[config.mk]
export PLATFORM = sky130hd
export DESIGN_NAME = spi_adc_sequencer
export DESIGN_NICKNAME = d
export VERILOG_FILES = /design/src/rtl/spi_seq_pkg.sv /design/src/rtl/seq_timeout_counter.sv /design/src/rtl/spi_adc_sequencer.sv
export SDC_FILE = /design/constraint.sdc
export NUM_CORES = 1
export LEC_CHECK = 0
export CAP_MARGIN = 5
export CORE_ASPECT_RATIO = 0.8
export CORE_MARGIN = 10
export CORE_UTILIZATION = 30
export DETAILED_ROUTE_END_ITERATION = 12
export PLACE_DENSITY_LB_ADDON = 0.1
export SLEW_MARGIN = 20
export SYNTH_ARGS = -nofsm -noshare
export SYNTH_HDL_FRONTEND = slang
export SYNTH_SLANG_ARGS = --single-unit
[constraint.sdc]
create_clock -name clk -period 1.8 [get_ports clk]
set_input_delay 0.18 -clock clk [delete_from_list [all_inputs] [get_ports clk]]
set_output_delay 0.18 -clock clk [all_outputs]
set_load 0.05 [all_outputs]
[src/rtl/spi_seq_pkg.sv]
// rtl/spi_seq_pkg.sv - shared state encoding, defaults and command builder
package spi_seq_pkg;

  typedef enum logic [2:0] {
    ST_IDLE,
    ST_LAUNCH,
    ST_XFER,
    ST_CAPTURE,
    ST_GAP,
    ST_NEXT
  } state_e;

  localparam int          DEF_NUM_CH       = 4;
  localparam logic [15:0] DEF_CMD_TEMPLATE = 16'h8000;
  localparam int          DEF_CH_SHIFT     = 10;
  localparam int          DEF_GAP_CYC      = 4;
  localparam int          DEF_TIMEOUT_CYC  = 1023;

  // Channel bits shifted past bit 15 fall off the 16-bit word.
  function automatic logic [15:0] build_cmd(input logic [15:0] tmpl,
                                            input logic [3:0]  ch,
                                            input int          shift);
    logic [15:0] ch_w;
    ch_w = {12'h000, ch};
    return tmpl | (ch_w << shift);
  endfunction

endpackage

[src/rtl/seq_timeout_counter.sv]
// rtl/seq_timeout_counter.sv - clearable up-counter flagging its last count
module seq_timeout_counter #(
  parameter int TIMEOUT_CYC = 1023
) (
  input  logic clk,
  input  logic reset,
  input  logic clr_i,
  input  logic en_i,
  output logic tc_o
);

  // tc marks the final enabled cycle, so an enabled run lasts exactly TIMEOUT_CYC clocks.
  localparam logic [15:0] LAST = 16'(TIMEOUT_CYC - 1);

  logic [15:0] count_q;

  always_ff @(posedge clk or negedge reset) begin
    if (!reset) begin
      count_q <= '0;
    end else if (clr_i) begin
      count_q <= '0;
    end else if (en_i) begin
      count_q <= count_q + 16'd1;
    end
  end

  assign tc_o = (count_q == LAST);

endmodule

[src/rtl/spi_adc_sequencer.sv]
// rtl/spi_adc_sequencer.sv - per-trigger multi-channel SPI frame sequencer
module spi_adc_sequencer
  import spi_seq_pkg::*;
#(
  parameter int          NUM_CH       = DEF_NUM_CH,
  parameter logic [15:0] CMD_TEMPLATE = DEF_CMD_TEMPLATE,
  parameter int          CH_SHIFT     = DEF_CH_SHIFT,
  parameter int          GAP_CYC      = DEF_GAP_CYC,
  parameter int          TIMEOUT_CYC  = DEF_TIMEOUT_CYC
) (
  input  logic        clk,
  input  logic        reset,
  input  logic        trigger,
  input  logic        clear_err,
  output logic        busy,
  output logic        start_transfer,
  output logic [15:0] data_to_tx,
  input  logic        cs,
  input  logic [15:0] data_rx,
  output logic        res_valid,
  output logic [3:0]  res_ch,
  output logic [15:0] res_data,
  output logic        frame_done,
  output logic        timeout_err,
  output logic        overrun_err
);

  localparam logic [3:0] LAST_CH = 4'(NUM_CH - 1);

  state_e      state_q;
  logic [3:0]  ch_q;
  logic        busy_q, start_q, res_valid_q, frame_done_q, tmo_err_q, ovr_err_q;
  logic [15:0] tx_q, res_data_q;
  logic [3:0]  res_ch_q;

  logic in_wait, tmo_clr, tmo_tc, gap_tc, tmo_set, ovr_set;

  // One counter guards both waits; it restarts when LAUNCH hands over to XFER.
  assign in_wait = (state_q == ST_LAUNCH) || (state_q == ST_XFER);
  assign tmo_clr = !in_wait || ((state_q == ST_LAUNCH) && !cs);
  assign tmo_set = tmo_tc && (((state_q == ST_LAUNCH) && cs) || ((state_q == ST_XFER) && !cs));
  assign ovr_set = trigger && (busy_q || frame_done_q);

  seq_timeout_counter #(.TIMEOUT_CYC(TIMEOUT_CYC)) u_tmo (
    .clk   (clk),
    .reset (reset),
    .clr_i (tmo_clr),
    .en_i  (in_wait),
    .tc_o  (tmo_tc)
  );

  seq_timeout_counter #(.TIMEOUT_CYC(GAP_CYC)) u_gap (
    .clk   (clk),
    .reset (reset),
    .clr_i (state_q != ST_GAP),
    .en_i  (state_q == ST_GAP),
    .tc_o  (gap_tc)
  );

  always_ff @(posedge clk or negedge reset) begin
    if (!reset) begin
      state_q      <= ST_IDLE;
      ch_q         <= '0;
      busy_q       <= 1'b0;
      start_q      <= 1'b0;
      tx_q         <= '0;
      res_valid_q  <= 1'b0;
      res_ch_q     <= '0;
      res_data_q   <= '0;
      frame_done_q <= 1'b0;
      tmo_err_q    <= 1'b0;
      ovr_err_q    <= 1'b0;
    end else begin
      res_valid_q  <= 1'b0;
      frame_done_q <= 1'b0;
      tmo_err_q    <= tmo_set || (tmo_err_q && !clear_err);
      ovr_err_q    <= ovr_set || (ovr_err_q && !clear_err);
      case (state_q)
        ST_IDLE: begin
          // A trigger landing on the frame_done pulse is an overrun, not a new frame.
          if (trigger && !frame_done_q) begin
            ch_q    <= '0;
            busy_q  <= 1'b1;
            start_q <= 1'b1;
            tx_q    <= build_cmd(CMD_TEMPLATE, 4'd0, CH_SHIFT);
            state_q <= ST_LAUNCH;
          end
        end
        ST_LAUNCH: begin
          if (!cs) begin
            start_q <= 1'b0;
            state_q <= ST_XFER;
          end else if (tmo_tc) begin
            start_q <= 1'b0;
            busy_q  <= 1'b0;
            state_q <= ST_IDLE;
          end
        end
        ST_XFER: begin
          if (cs) begin
            state_q <= ST_CAPTURE;
          end else if (tmo_tc) begin
            busy_q  <= 1'b0;
            state_q <= ST_IDLE;
          end
        end
        ST_CAPTURE: begin
          res_data_q  <= data_rx;
          res_ch_q    <= ch_q;
          res_valid_q <= 1'b1;
          state_q     <= (GAP_CYC == 0) ? ST_NEXT : ST_GAP;
        end
        ST_GAP: begin
          if (gap_tc) state_q <= ST_NEXT;
        end
        ST_NEXT: begin
          if (ch_q == LAST_CH) begin
            frame_done_q <= 1'b1;
            busy_q       <= 1'b0;
            state_q      <= ST_IDLE;
          end else begin
            ch_q    <= ch_q + 4'd1;
            start_q <= 1'b1;
            tx_q    <= build_cmd(CMD_TEMPLATE, ch_q + 4'd1, CH_SHIFT);
            state_q <= ST_LAUNCH;
          end
        end
        default: state_q <= ST_IDLE;
      endcase
    end
  end

  assign busy           = busy_q;
  assign start_transfer = start_q;
  assign data_to_tx     = tx_q;
  assign res_valid      = res_valid_q;
  assign res_ch         = res_ch_q;
  assign res_data       = res_data_q;
  assign frame_done     = frame_done_q;
  assign timeout_err    = tmo_err_q;
  assign overrun_err    = ovr_err_q;

endmodule

==> metrics.cfg <==
[synth]
synthCells=286
synthDistinctLibCells=43
yosys-top-cells-area=dfrtp_1 (54%), mux2_2 (7.3%), xor2_1 (5.1%)
synth_top_area_cell=dfrtp_1
synth_top_cell_area_share=0.5370
synth.yosys.seq_area_share=0.5370
ys_ff_latch=66
avgSynthCellArea_sq_um=10.75
yosysWarnings=0
syn_area_sq_um=3075

[worst_hold_path]
hp-class=in2async

[route]
drt_wl_total_microns=7312
drt-wirelength-per-cell_microns=14.86
drcViolationCount=0
vias_per_cell=4.663
dr.pass1.iters=4
vias=2294
route.antenna.remaining_nets=0
drtIter0Drc=125

[pwr]
ir_drop_mv=0.8851
powerDensity_nw_per_um2=1466
p_leak_nw=1.763

[floorplanning]
die_y_microns=110.6
rows=32
core_region_area_sq_um=9809
die_area_sq_um=14730
start_util=0.3135
io_pins=63
die_w_microns=133.2

[global_routing]
grt_usage=0.1046
grt_max_degree=27
grt_pass1_vias=2365
grt-ovfl-total=0
antenna_found_initial=0
grt_pass1_wl_microns=12490

[critical_path]
end_kind=primary output
max_stage_delay_ps=820
crit_arrival_ps=1510
worst_ep_required_time_ps=1620
worstPathMaxFanout=3
path_class=reg2out
cp_slowest_cell=clkdlybuf4s50_1
crit_family=buffers and inverters
crit_path_cell_trace=clkdlybuf4s50_1
cp_num_buf_inv=1
cp-start-kind=register

[job]
drv_cap=0

[timing]
worst_pin_slew_ps=625.4
finalSetupViolCount=0
hold_violations=0
final_max_slew_viol_count=0
fmax_mhz=591.2
setup-tns-final_ps=0
max_slew_margin=0.5799
fin_worst_skew_ps=4.113
fin_crit_ps=1691
grt_setup_unrepaired=no
fin_crit_sh=0.9396

[placement]
port_buffers=51
gp_congestion=0.7716
dpl.hpwl_microns=5262
place_area_sq_um=3800

[cells_and_area]
areaGrowthSynthToFinish_pct=31.73
antenna_cells=0
nets=379
drive_gt1_frac=0.1629
n_fill_cell=969
final_cell_area_sq_um=4051

[cts]
cts.path.max_buffers=2
ctsResizeCount=0
htreeDepth=3
cts_tree=built
clk_pin_slew_ps=50
cts_setup_buffers=0
cts-hold-fix-buffers=1
root_buffer=clkbuf_16
clkSinkCount=66
numCtsBuffers=9
clock_latency_ps=320

[status]
run_status=finished clean

[metrics by stage]
step                      hold slack (ps)  setup WS, ps    util  total power, mW  std cells
after global placement              163.0         172.6  0.3874            4.502        478
after global routing                386.1         18.79  0.4130            6.296        492
after CTS                           350.8         78.19  0.4130            6.039        492
after floorplan                    -115.6         57.05       -            3.608        296
after detailed placement            164.6         116.7  0.3874            4.505        478
final                               348.9         108.6  0.4130            5.937        492
[final cells by class]
class | count | area, sq um | area share
Clock inverter | 1 | 5.005 | 0.001235
Inverter | 6 | 22.52 | 0.005559
Timing Repair Buffer | 68 | 648.1 | 0.1600
Multi-Input combinational cell | 203 | 1315 | 0.3246
Clock buffer | 12 | 236.5 | 0.05837
Sequential cell | 66 | 1654 | 0.4083
Tap cell | 136 | 170.2 | 0.04200
[synthesized netlist by cell type (all sizes together)]
library cell / count
a41oi: 1
nand4: 13
dfrtp: 66
a31oi: 1
o21ai: 8
nand4b: 1
nor3b: 1
xor2: 18
or4: 3
nand3b: 1
nand2: 19
inv: 6
or2: 2
a21oi: 7
or3b: 1
o21bai: 1
or3: 5
a211oi: 1
and3: 4
nand3: 13
conb: 1
o31ai: 2
o22a: 1
nor4b: 2
a22o: 2
o32ai: 1
nand2b: 3
nor4: 4
mux2i: 2
nor2: 30
ha: 4
xnor2: 4
and4: 4
mux2: 20
o21a: 1
clkbuf: 7
buf: 14
and3b: 1
and2: 4
nor3: 6
a211o: 1
[registers in the layout, indices dropped and copies added (netlist names)]
| register | flops |
|---|---|
| res_data | 16 |
| u_gap.count_q | 16 |
| u_tmo.count_q | 16 |
| res_ch | 4 |
| ch_q | 3 |
| state_q | 3 |
| data_to_tx | 2 |
| busy | 1 |
| frame_done | 1 |
| overrun_err | 1 |
| res_valid | 1 |
| start_transfer | 1 |
| timeout_err | 1 |
[cell families (layout without fill, tap and decap cells)]
family	Yosys count	in the layout	share of synthesized area
other	1	11	0.001219
multiplexers	22	22	0.07974
flip-flops	66	66	0.5370
XOR/XNOR	22	22	0.06265
AND/OR/NAND/NOR	117	117	0.1998
AO/OA/AOI/OAI	27	27	0.05574
adder cells (fa/ha/maj)	4	4	0.01627
buffers and inverters	27	87	0.04760
[where the power goes]
| group | leakage (nW) | switching (mW) | internal, mW |
|---|---|---|---|
| sequential | 0.859 | 0.171 | 1.79 |
| clock | 0.118 | 0.574 | 0.906 |
| combinational | 0.786 | 1.59 | 0.906 |
[final timing paths]
kind                                              start                    endpoint  slack [ps]  cells past startpoint
max in group asynchronous                         reset         ch_q[0]$_DFFE_PN0P_         940                      3
max reg2reg                u_tmo.count_q[0]$_DFFE_PN0P_      state_q[1]$_DFFE_PN0P_         110                      6
max                                    busy$_DFFE_PN0P_                        busy         110                      1
min reg2reg                  u_gap.count_q[0]$_DFF_PN0_  u_gap.count_q[0]$_DFF_PN0_         480                      1
min                                               reset       overrun_err$_DFF_PN0_         350                      2
min in group clk                            data_rx[15]    res_data[15]$_DFFE_PN0P_         470                      2
[placed cells by master, fill, tap and decap left out, types with 3 or more instances in the layout]
cell,n
nand3_1,13
clkdlybuf4s50_1,45
conb_1,11
nor2_1,30
nand2_1,19
xor2_1,18
dfrtp_1,64
clkbuf_1,3
nor3_1,6
inv_1,5
nor4_1,4
o21ai_0,8
a21oi_1,7
xnor2_1,4
or4_1,3
nand2b_1,3
clkbuf_16,9
ha_1,4
or3_1,5
buf_4,19
and4_1,4
and2_1,4
mux2_2,20
nand4_1,13
and3_1,4
[routing by layer]
layer / GRT usage / up-vias / routed length (microns)
li1: - / 1133 / -
met1: 0.1295 / 1088 / 3382
met2: 0.1484 / 66 / 3088
met3: 0.05967 / 7 / 727
met4: 0.03672 / 0 / 113
met5: 0 / - / 0
(Power assumes the default switching activity.)
